$ cat src/rtl/rvfi_insn_monitor.sv
`default_nettype none
// ============================================================================
// Module   : rvfi_insn_monitor
// Brief    : Registered RVFI retire checker against per-channel spec models,
//            with retire-order continuity supervision and sticky first error.
// Revision : 1.0 - initial release
// ============================================================================
module rvfi_insn_monitor #(
    parameter int NRET        = 1,
    parameter int XLEN        = 32,
    parameter int ORDER_W     = 8,
    parameter int CHECK_ORDER = 1,
    parameter int CHECK_MEM   = 1,
    parameter int CNT_W       = 32
) (
    input  logic                                    clk,
    input  logic                                    resetn,
    input  logic                                    enable,
    input  logic                                    clear,
    input  logic [NRET-1:0]                         rvfi_valid,
    input  logic [NRET-1:0]                         rvfi_post_trap,
    input  logic [NRET*ORDER_W-1:0]                 rvfi_order,
    input  logic [NRET*5-1:0]                       rvfi_rs1,
    input  logic [NRET*5-1:0]                       rvfi_rs2,
    input  logic [NRET*5-1:0]                       rvfi_rd,
    input  logic [NRET*XLEN-1:0]                    rvfi_post_pc,
    input  logic [NRET*XLEN-1:0]                    rvfi_post_rd,
    input  logic [NRET*XLEN-1:0]                    rvfi_mem_addr,
    input  logic [NRET*XLEN-1:0]                    rvfi_mem_rdata,
    input  logic [NRET*XLEN-1:0]                    rvfi_mem_wdata,
    input  logic [NRET*XLEN/8-1:0]                  rvfi_mem_rmask,
    input  logic [NRET*XLEN/8-1:0]                  rvfi_mem_wmask,
    input  logic [NRET-1:0]                         spec_valid,
    input  logic [NRET-1:0]                         spec_post_trap,
    input  logic [NRET*5-1:0]                       spec_rs1,
    input  logic [NRET*5-1:0]                       spec_rs2,
    input  logic [NRET*5-1:0]                       spec_rd,
    input  logic [NRET*XLEN-1:0]                    spec_post_pc,
    input  logic [NRET*XLEN-1:0]                    spec_post_rd,
    input  logic [NRET*XLEN-1:0]                    spec_mem_addr,
    input  logic [NRET*XLEN-1:0]                    spec_mem_wdata,
    input  logic [NRET*XLEN/8-1:0]                  spec_mem_rmask,
    input  logic [NRET*XLEN/8-1:0]                  spec_mem_wmask,
    output logic                                    err,
    output logic [3:0]                              err_code,
    output logic [((NRET > 1) ? $clog2(NRET) : 1)-1:0] err_chan,
    output logic [ORDER_W-1:0]                      err_order,
    output logic [CNT_W-1:0]                        checked_count,
    output logic [1:0]                              state
);

    localparam int c_CHAN_W = (NRET > 1) ? $clog2(NRET) : 1;
    localparam int c_LANES  = XLEN / 8;
    localparam int c_POP_W  = $clog2(NRET + 1);
    localparam logic [CNT_W-1:0] c_CNT_MAX = {CNT_W{1'b1}};

    localparam logic [1:0] c_IDLE = 2'd0;
    localparam logic [1:0] c_RUN  = 2'd1;
    localparam logic [1:0] c_FAIL = 2'd2;

    logic [1:0]          r_state;
    logic                r_err;
    logic [3:0]          r_err_code;
    logic [c_CHAN_W-1:0] r_err_chan;
    logic [ORDER_W-1:0]  r_err_order;
    logic [CNT_W-1:0]    r_count;
    logic [ORDER_W-1:0]  r_expected;

    logic [NRET-1:0]     w_live;
    logic [NRET-1:0]     w_chk;
    logic [3:0]          w_code [NRET];

    assign w_live = enable ? rvfi_valid : '0;
    assign w_chk  = w_live & spec_valid;

    for (genvar gi = 0; gi < NRET; gi++) begin : g_chan
        logic [4:0]         w_s_rs1;
        logic [4:0]         w_s_rs2;
        logic [c_LANES-1:0] w_swm;
        logic [c_LANES-1:0] w_srm;
        logic [c_LANES-1:0] w_wm;
        logic [c_LANES-1:0] w_rm;
        logic [XLEN-1:0]    w_wd;
        logic [XLEN-1:0]    w_swd;
        logic [XLEN-1:0]    w_rdat;
        logic [ORDER_W-1:0] w_exp_i;
        logic               w_body;
        logic               w_mem_on;
        logic               w_mem7;
        logic               w_mem8;
        logic               w_gap;
        logic               w_e1, w_e2, w_e3, w_e4, w_e5, w_e6, w_e7, w_e8, w_e9, w_e10;
        logic [3:0]         w_c;

        assign w_s_rs1 = spec_rs1[gi*5 +: 5];
        assign w_s_rs2 = spec_rs2[gi*5 +: 5];
        assign w_swm   = spec_mem_wmask[gi*c_LANES +: c_LANES];
        assign w_srm   = spec_mem_rmask[gi*c_LANES +: c_LANES];
        assign w_wm    = rvfi_mem_wmask[gi*c_LANES +: c_LANES];
        assign w_rm    = rvfi_mem_rmask[gi*c_LANES +: c_LANES];
        assign w_wd    = rvfi_mem_wdata[gi*XLEN +: XLEN];
        assign w_swd   = spec_mem_wdata[gi*XLEN +: XLEN];
        assign w_rdat  = rvfi_mem_rdata[gi*XLEN +: XLEN];
        assign w_exp_i = r_expected + ORDER_W'(gi);

        if (gi == 0) begin : g_head
            assign w_gap = 1'b0;
        end else begin : g_tail
            assign w_gap = !w_live[gi-1];
        end

        // Lanes the core wrote but the spec did not must be read back unchanged.
        always_comb begin
            w_mem7 = 1'b0;
            w_mem8 = 1'b0;
            for (int b = 0; b < c_LANES; b++) begin
                if (w_swm[b] && (!w_wm[b] || (w_wd[b*8 +: 8] != w_swd[b*8 +: 8])))
                    w_mem7 = 1'b1;
                if (!w_swm[b] && w_wm[b] && (!w_rm[b] || (w_rdat[b*8 +: 8] != w_wd[b*8 +: 8])))
                    w_mem7 = 1'b1;
                if (w_srm[b] && !w_rm[b])
                    w_mem8 = 1'b1;
            end
        end

        assign w_body   = !spec_post_trap[gi];
        assign w_mem_on = (CHECK_MEM != 0) && w_body;
        assign w_e1  = (w_s_rs1 != 5'd0) && (w_s_rs1 != rvfi_rs1[gi*5 +: 5]);
        assign w_e2  = (w_s_rs2 != 5'd0) && (w_s_rs2 != rvfi_rs2[gi*5 +: 5]);
        assign w_e3  = w_body && (spec_rd[gi*5 +: 5] != rvfi_rd[gi*5 +: 5]);
        assign w_e4  = w_body && (spec_post_rd[gi*XLEN +: XLEN] != rvfi_post_rd[gi*XLEN +: XLEN]);
        assign w_e5  = w_body && (spec_post_pc[gi*XLEN +: XLEN] != rvfi_post_pc[gi*XLEN +: XLEN]);
        assign w_e6  = w_mem_on && ((w_swm | w_srm) != '0)
                       && (spec_mem_addr[gi*XLEN +: XLEN] != rvfi_mem_addr[gi*XLEN +: XLEN]);
        assign w_e7  = w_mem_on && w_mem7;
        assign w_e8  = w_mem_on && w_mem8;
        assign w_e9  = spec_post_trap[gi] != rvfi_post_trap[gi];
        assign w_e10 = (CHECK_ORDER != 0) && w_live[gi] && (r_state == c_RUN)
                       && (w_gap || (rvfi_order[gi*ORDER_W +: ORDER_W] != w_exp_i));

        always_comb begin
            w_c = 4'd0;
            if (w_chk[gi]) begin
                if      (w_e1) w_c = 4'd1;
                else if (w_e2) w_c = 4'd2;
                else if (w_e3) w_c = 4'd3;
                else if (w_e4) w_c = 4'd4;
                else if (w_e5) w_c = 4'd5;
                else if (w_e6) w_c = 4'd6;
                else if (w_e7) w_c = 4'd7;
                else if (w_e8) w_c = 4'd8;
                else if (w_e9) w_c = 4'd9;
            end
            if ((w_c == 4'd0) && w_e10)
                w_c = 4'd10;
        end

        assign w_code[gi] = w_c;
    end

    logic                w_any_err;
    logic [c_CHAN_W-1:0] w_f_chan;
    logic [3:0]          w_f_code;
    logic [ORDER_W-1:0]  w_f_order;
    logic [c_POP_W-1:0]  w_pop;
    logic [c_POP_W-1:0]  w_nchk;

    // Scan from the top so the lowest failing channel is the one left standing.
    always_comb begin
        w_any_err = 1'b0;
        w_f_chan  = '0;
        w_f_code  = 4'd0;
        w_f_order = '0;
        w_pop     = '0;
        w_nchk    = '0;
        for (int i = NRET - 1; i >= 0; i--) begin
            if (w_code[i] != 4'd0) begin
                w_any_err = 1'b1;
                w_f_chan  = c_CHAN_W'(i);
                w_f_code  = w_code[i];
                w_f_order = rvfi_order[i*ORDER_W +: ORDER_W];
            end
            w_pop  = w_pop + c_POP_W'(w_live[i]);
            w_nchk = w_nchk + c_POP_W'(w_chk[i]);
        end
    end

    logic [CNT_W:0]      w_cnt_sum;
    logic [CNT_W-1:0]    w_cnt_sat;
    logic [ORDER_W-1:0]  w_exp_load;
    logic [ORDER_W-1:0]  w_exp_plus;

    assign w_cnt_sum  = {1'b0, r_count} + (CNT_W + 1)'(w_nchk);
    assign w_cnt_sat  = w_cnt_sum[CNT_W] ? c_CNT_MAX : w_cnt_sum[CNT_W-1:0];
    assign w_exp_load = rvfi_order[ORDER_W-1:0] + ORDER_W'(w_pop);
    assign w_exp_plus = r_expected + ORDER_W'(w_pop);

    logic [1:0]          w_state_nxt;
    logic                w_latch;
    logic [CNT_W-1:0]    w_cnt_nxt;
    logic [ORDER_W-1:0]  w_exp_nxt;

    always_comb begin
        w_state_nxt = r_state;
        w_latch     = 1'b0;
        w_cnt_nxt   = r_count;
        w_exp_nxt   = r_expected;
        if (clear) begin
            w_state_nxt = c_IDLE;
            w_cnt_nxt   = '0;
            w_exp_nxt   = '0;
        end else begin
            case (r_state)
                c_IDLE: begin
                    if (w_any_err) begin
                        w_state_nxt = c_FAIL;
                        w_latch     = 1'b1;
                    end else if (|w_live) begin
                        w_state_nxt = c_RUN;
                        w_exp_nxt   = w_exp_load;
                        w_cnt_nxt   = w_cnt_sat;
                    end
                end
                c_RUN: begin
                    if (w_any_err) begin
                        w_state_nxt = c_FAIL;
                        w_latch     = 1'b1;
                    end else begin
                        w_exp_nxt = w_exp_plus;
                        w_cnt_nxt = w_cnt_sat;
                    end
                end
                c_FAIL: begin
                    w_state_nxt = c_FAIL;
                end
                default: begin
                    w_state_nxt = c_IDLE;
                end
            endcase
        end
    end

    always_ff @(posedge clk or negedge resetn) begin
        if (!resetn) begin
            r_state     <= c_IDLE;
            r_err       <= 1'b0;
            r_err_code  <= 4'd0;
            r_err_chan  <= '0;
            r_err_order <= '0;
            r_count     <= '0;
            r_expected  <= '0;
        end else begin
            r_state    <= w_state_nxt;
            r_count    <= w_cnt_nxt;
            r_expected <= w_exp_nxt;
            if (clear) begin
                r_err       <= 1'b0;
                r_err_code  <= 4'd0;
                r_err_chan  <= '0;
                r_err_order <= '0;
            end else if (w_latch) begin
                r_err       <= 1'b1;
                r_err_code  <= w_f_code;
                r_err_chan  <= w_f_chan;
                r_err_order <= w_f_order;
            end
        end
    end

    assign err           = r_err;
    assign err_code      = r_err_code;
    assign err_chan      = r_err_chan;
    assign err_order     = r_err_order;
    assign checked_count = r_count;
    assign state         = r_state;

endmodule
`default_nettype wire

$ cat config.mk
export PLATFORM = sky130hd
export DESIGN_NAME = rvfi_insn_monitor
export DESIGN_NICKNAME = d
export VERILOG_FILES = /design/src/rtl/rvfi_insn_monitor.sv
export SDC_FILE = /design/constraint.sdc
export NUM_CORES = 1
export LEC_CHECK = 0
export BUFFER_PORTS_ARGS = -buffer_cell sky130_fd_sc_hd__buf_2
export CAP_MARGIN = 20
export CORE_AREA = 2 2 155 157
export DETAILED_ROUTE_END_ITERATION = 12
export DIE_AREA = 0 0 157 159
export SETUP_SLACK_MARGIN = 0.3
export SLEW_MARGIN = 20
export SYNTH_ARGS = -nofsm -noshare
export SYNTH_HDL_FRONTEND = slang
export SYNTH_SLANG_ARGS = --single-unit
$ cat constraint.sdc
create_clock -name clk -period 3 [get_ports clk]
set_input_delay 0.6 -clock clk [delete_from_list [all_inputs] [get_ports clk]]
set_output_delay 0.6 -clock clk [all_outputs]
set_load 0.1 [all_outputs]
==> flow_summary.json <==
{
  "power_leakage_uw": 0.00428,
  "synth_edf_count": 0,
  "end_kind": "flop",
  "portBuffers": 396,
  "status": "complete, no violations",
  "hold_viol": 0,
  "place_area_um2": 8270,
  "num_rows": 56,
  "synth-seq-area-share": 0.254,
  "design_area_um2": 8990,
  "synth.area.mux_share": 0.0136,
  "arrival_ns": 3.23,
  "firstDrtPassIters": 5,
  "die_area_um2": 25000,
  "timing.final.crit_share": 0.999,
  "startpoint_type": "input pin",
  "grt_start_max_net_pins": 50,
  "worst-path-buf-inv": 5,
  "syn-num-nets": 995,
  "ys.flop_type": "dfrtp_1",
  "drive_gt1_frac": 0.502,
  "antenna_found_initial": 8,
  "skew_ns": 0.00906,
  "synthAdderAreaFrac": 0.0162,
  "drt_iter0_markers": 302,
  "grt_setup_unrepaired": "true",
  "cts_max_level": 2,
  "required_ns": 3.24,
  "grt_pass1_wl_um": 36200,
  "synth_area_leaders": "dfrtp_1 25%, xnor2_1 17%, xor2_1 13%, nand4_1 3.2%, a311oi_1 3.1%",
  "cp_cell_sequence": "buf_2, xor2_1, nor3_1, nand4_1, a22o_1, o41ai_2, buf_4, a31oi_4, buf_6, nor4_4, buf_4, o21a_1, buf_6, a22o_1",
  "post_drt_wl_per_cell_um": 17.4,
  "slew_headroom": 0.531,
  "critPathKind": "input pin to flop",
  "power_density_nw_per_um2": 333,
  "overflow": 0,
  "yosys.area_share.simple": 0.207,
  "hpwl_um": 20900,
  "cts_root_buf": "clkbuf_16",
  "syn_inst": 638,
  "avgSynthCellArea_um2": 8.48,
  "synthArstFlopShare": 1.00,
  "netlist.area_leader.share": 0.254,
  "total_power_uw": 2990,
  "synth.cell_area_um2": 5410,
  "num_io_pins": 398,
  "clk_latency_ns": 0.30,
  "areaGrowthSynthToFinish_pct": 66.2,
  "fmax_mhz": 334,
  "hold_ws_ns": 0.134,
  "gp_congestion": 0.899,
  "path_max_fanout": 9,
  "cts.clk_slew.worst_paths_ns": 0.08,
  "hold_class": "input pin to asynchronous set/reset pin",
  "drt_wl_total_um": 24700,
  "multi_input_area_um2": 4220,
  "synth_top_family_by_area": "XOR/XNOR gates",
  "grt_pass1_vias": 6604,
  "core_area_um2": 23200,
  "finalSetupViolations": 0,
  "synth.distinct_cells": 52,
  "worst_path_max_delay_cell": "o41ai_2",
  "synth_compound_area_frac": 0.182,
  "final_max_slew_viol_count": 0,
  "cts_made_buffers": 5,
  "fillCellCount": 2374,
  "crit_family": "compound AO/OA/AOI/OAI gates",
  "synth_xor_area_frac": 0.295,
  "clk_path_buf_depth": 2,
  "initial_core_util": 0.233,
  "ys_seq_elements": 55,
  "yosys_warnings": 0,
  "final_antenna_net_count": 0,
  "seq_area_um2": 1390,
  "die_w_um": 157,
  "viasPerCell": 4.74,
  "cts_tree": "done",
  "die_y_um": 159,
  "ir_drop_mv": 0.289,
  "min_period_ns": 3.00,
  "synth_top_area_cell": "dfrtp_1",
  "maxCapViolations": 0,
  "nNetsFinal": 1449,
  "grt_util_all_layers": 0.186,
  "dr_total_vias": 6728,
  "clkSinkCount": 55,
  "hold_buffers": 0,
  "slowest_delay_ns": 0.37,
  "drc_errors": 0,
  "worstMarginPinSlew_ns": 0.703,
  "utilization": 0.388
}
[power by group]
part	switching, µW	internal, µW
Combinational	850	698
Sequential	48.8	790
Clock	292	314
Total	1190	1800
[registers in the layout, indices dropped and copies added, names as in the netlist]
name and flops:
err 1, err_code 4, err_order 8, r_expected 8, state 2, checked_count 32
[final timing paths]
kind                                         start                end  slack (ns)  depth (start not counted)
worst max register to register            state[1]      r_expected[7]        0.32                         10
worst max-delay path            spec_mem_wdata[18]       err_order[5]       0.003                         14
worst min register to register                 err                err        0.50                          1
max in group asynchronous                   resetn           state[1]        2.31                          2
worst min-delay path                        resetn  checked_count[20]        0.13                          1
min in group clk                               err                err        0.50                          1
[synthesized netlist by cell type (4+ instances only)]
library cell and count:
xnor2_1 104, xor2_1 78, dfrtp_1 55, nand2_1 40, a21oi_1 33, nand4_1 28, nor2_1 27, nand3_1 25
nor4_1 24, a311oi_1 19, and3_1 18, a31oi_1 17, inv_1 17, a211oi_1 14, clkbuf_1 14, nor3_1 14
o21ai_0 12, a22o_1 10, a41oi_1 7, buf_2 7, ha_1 7, nor2b_1 7, and2_1 6, o31ai_1 5
a21bo_2 4, mux2i_1 4, nor4b_1 4
[area by class of cell]
class | count | share of cell area
Inverter | 17 | 0.00710
Clock buffer | 5 | 0.0139
Clock inverter | 3 | 0.00250
Sequential cell | 55 | 0.154
Multi-Input combinational cell | 542 | 0.469
Tap cell | 319 | 0.0444
Antenna cell | 6 | 0.00167
Timing Repair Buffer | 471 | 0.307
[logic make-up after synthesis]
group	count (synthesis)
other cells	1
compound gates	139
simple gates	206
flops	55
buf+inv	41
xor+xnor	182
mux	7
fa+ha+maj	7
[cells in the final DEF (no fill, tap or decap), types with 18 or more instances in the layout]
cell and n:
buf_4 56, nand4_1 28, a21oi_1 29, nor4_1 19
dfrtp_1 51, nand2_1 40, xor2_1 77, xnor2_1 103
nor2_1 27, and3_1 18, nand3_1 22, buf_2 388
[stage by stage]
step / TNS, ns / setup WS [ns] / instances
final: 0 / 0.00344 / 1418
after global routing: -4.56 / -0.138 / 1417
after CTS: 0 / 0.0455 / 1403
after detailed placement: -20.75 / -0.440 / 1390
after global placement: -27.69 / -0.559 / 1390
after floorplan: -0.0636 / -0.0196 / 638
[metal layers]
| layer | up-vias | routed length, µm | global-route usage |
|---|---|---|---|
| met5 | - | 41 | 0 |
| met4 | 6 | 347 | 0.0371 |
| met3 | 24 | 2180 | 0.0514 |
| met2 | 328 | 12000 | 0.319 |
| met1 | 3106 | 10200 | 0.233 |
| li1 | 3264 | - | - |
[repair_timing]
item / 4_1_cts / 5_1_grt
pin swaps: 6 / 32
endpoints found under the setup margin: 55 / 55
cloned: 1 / 2
gates resized for setup: 30 / 43
buffers inserted: 4 / 7
No activity file was read; power rests on OpenSTA's default activity.
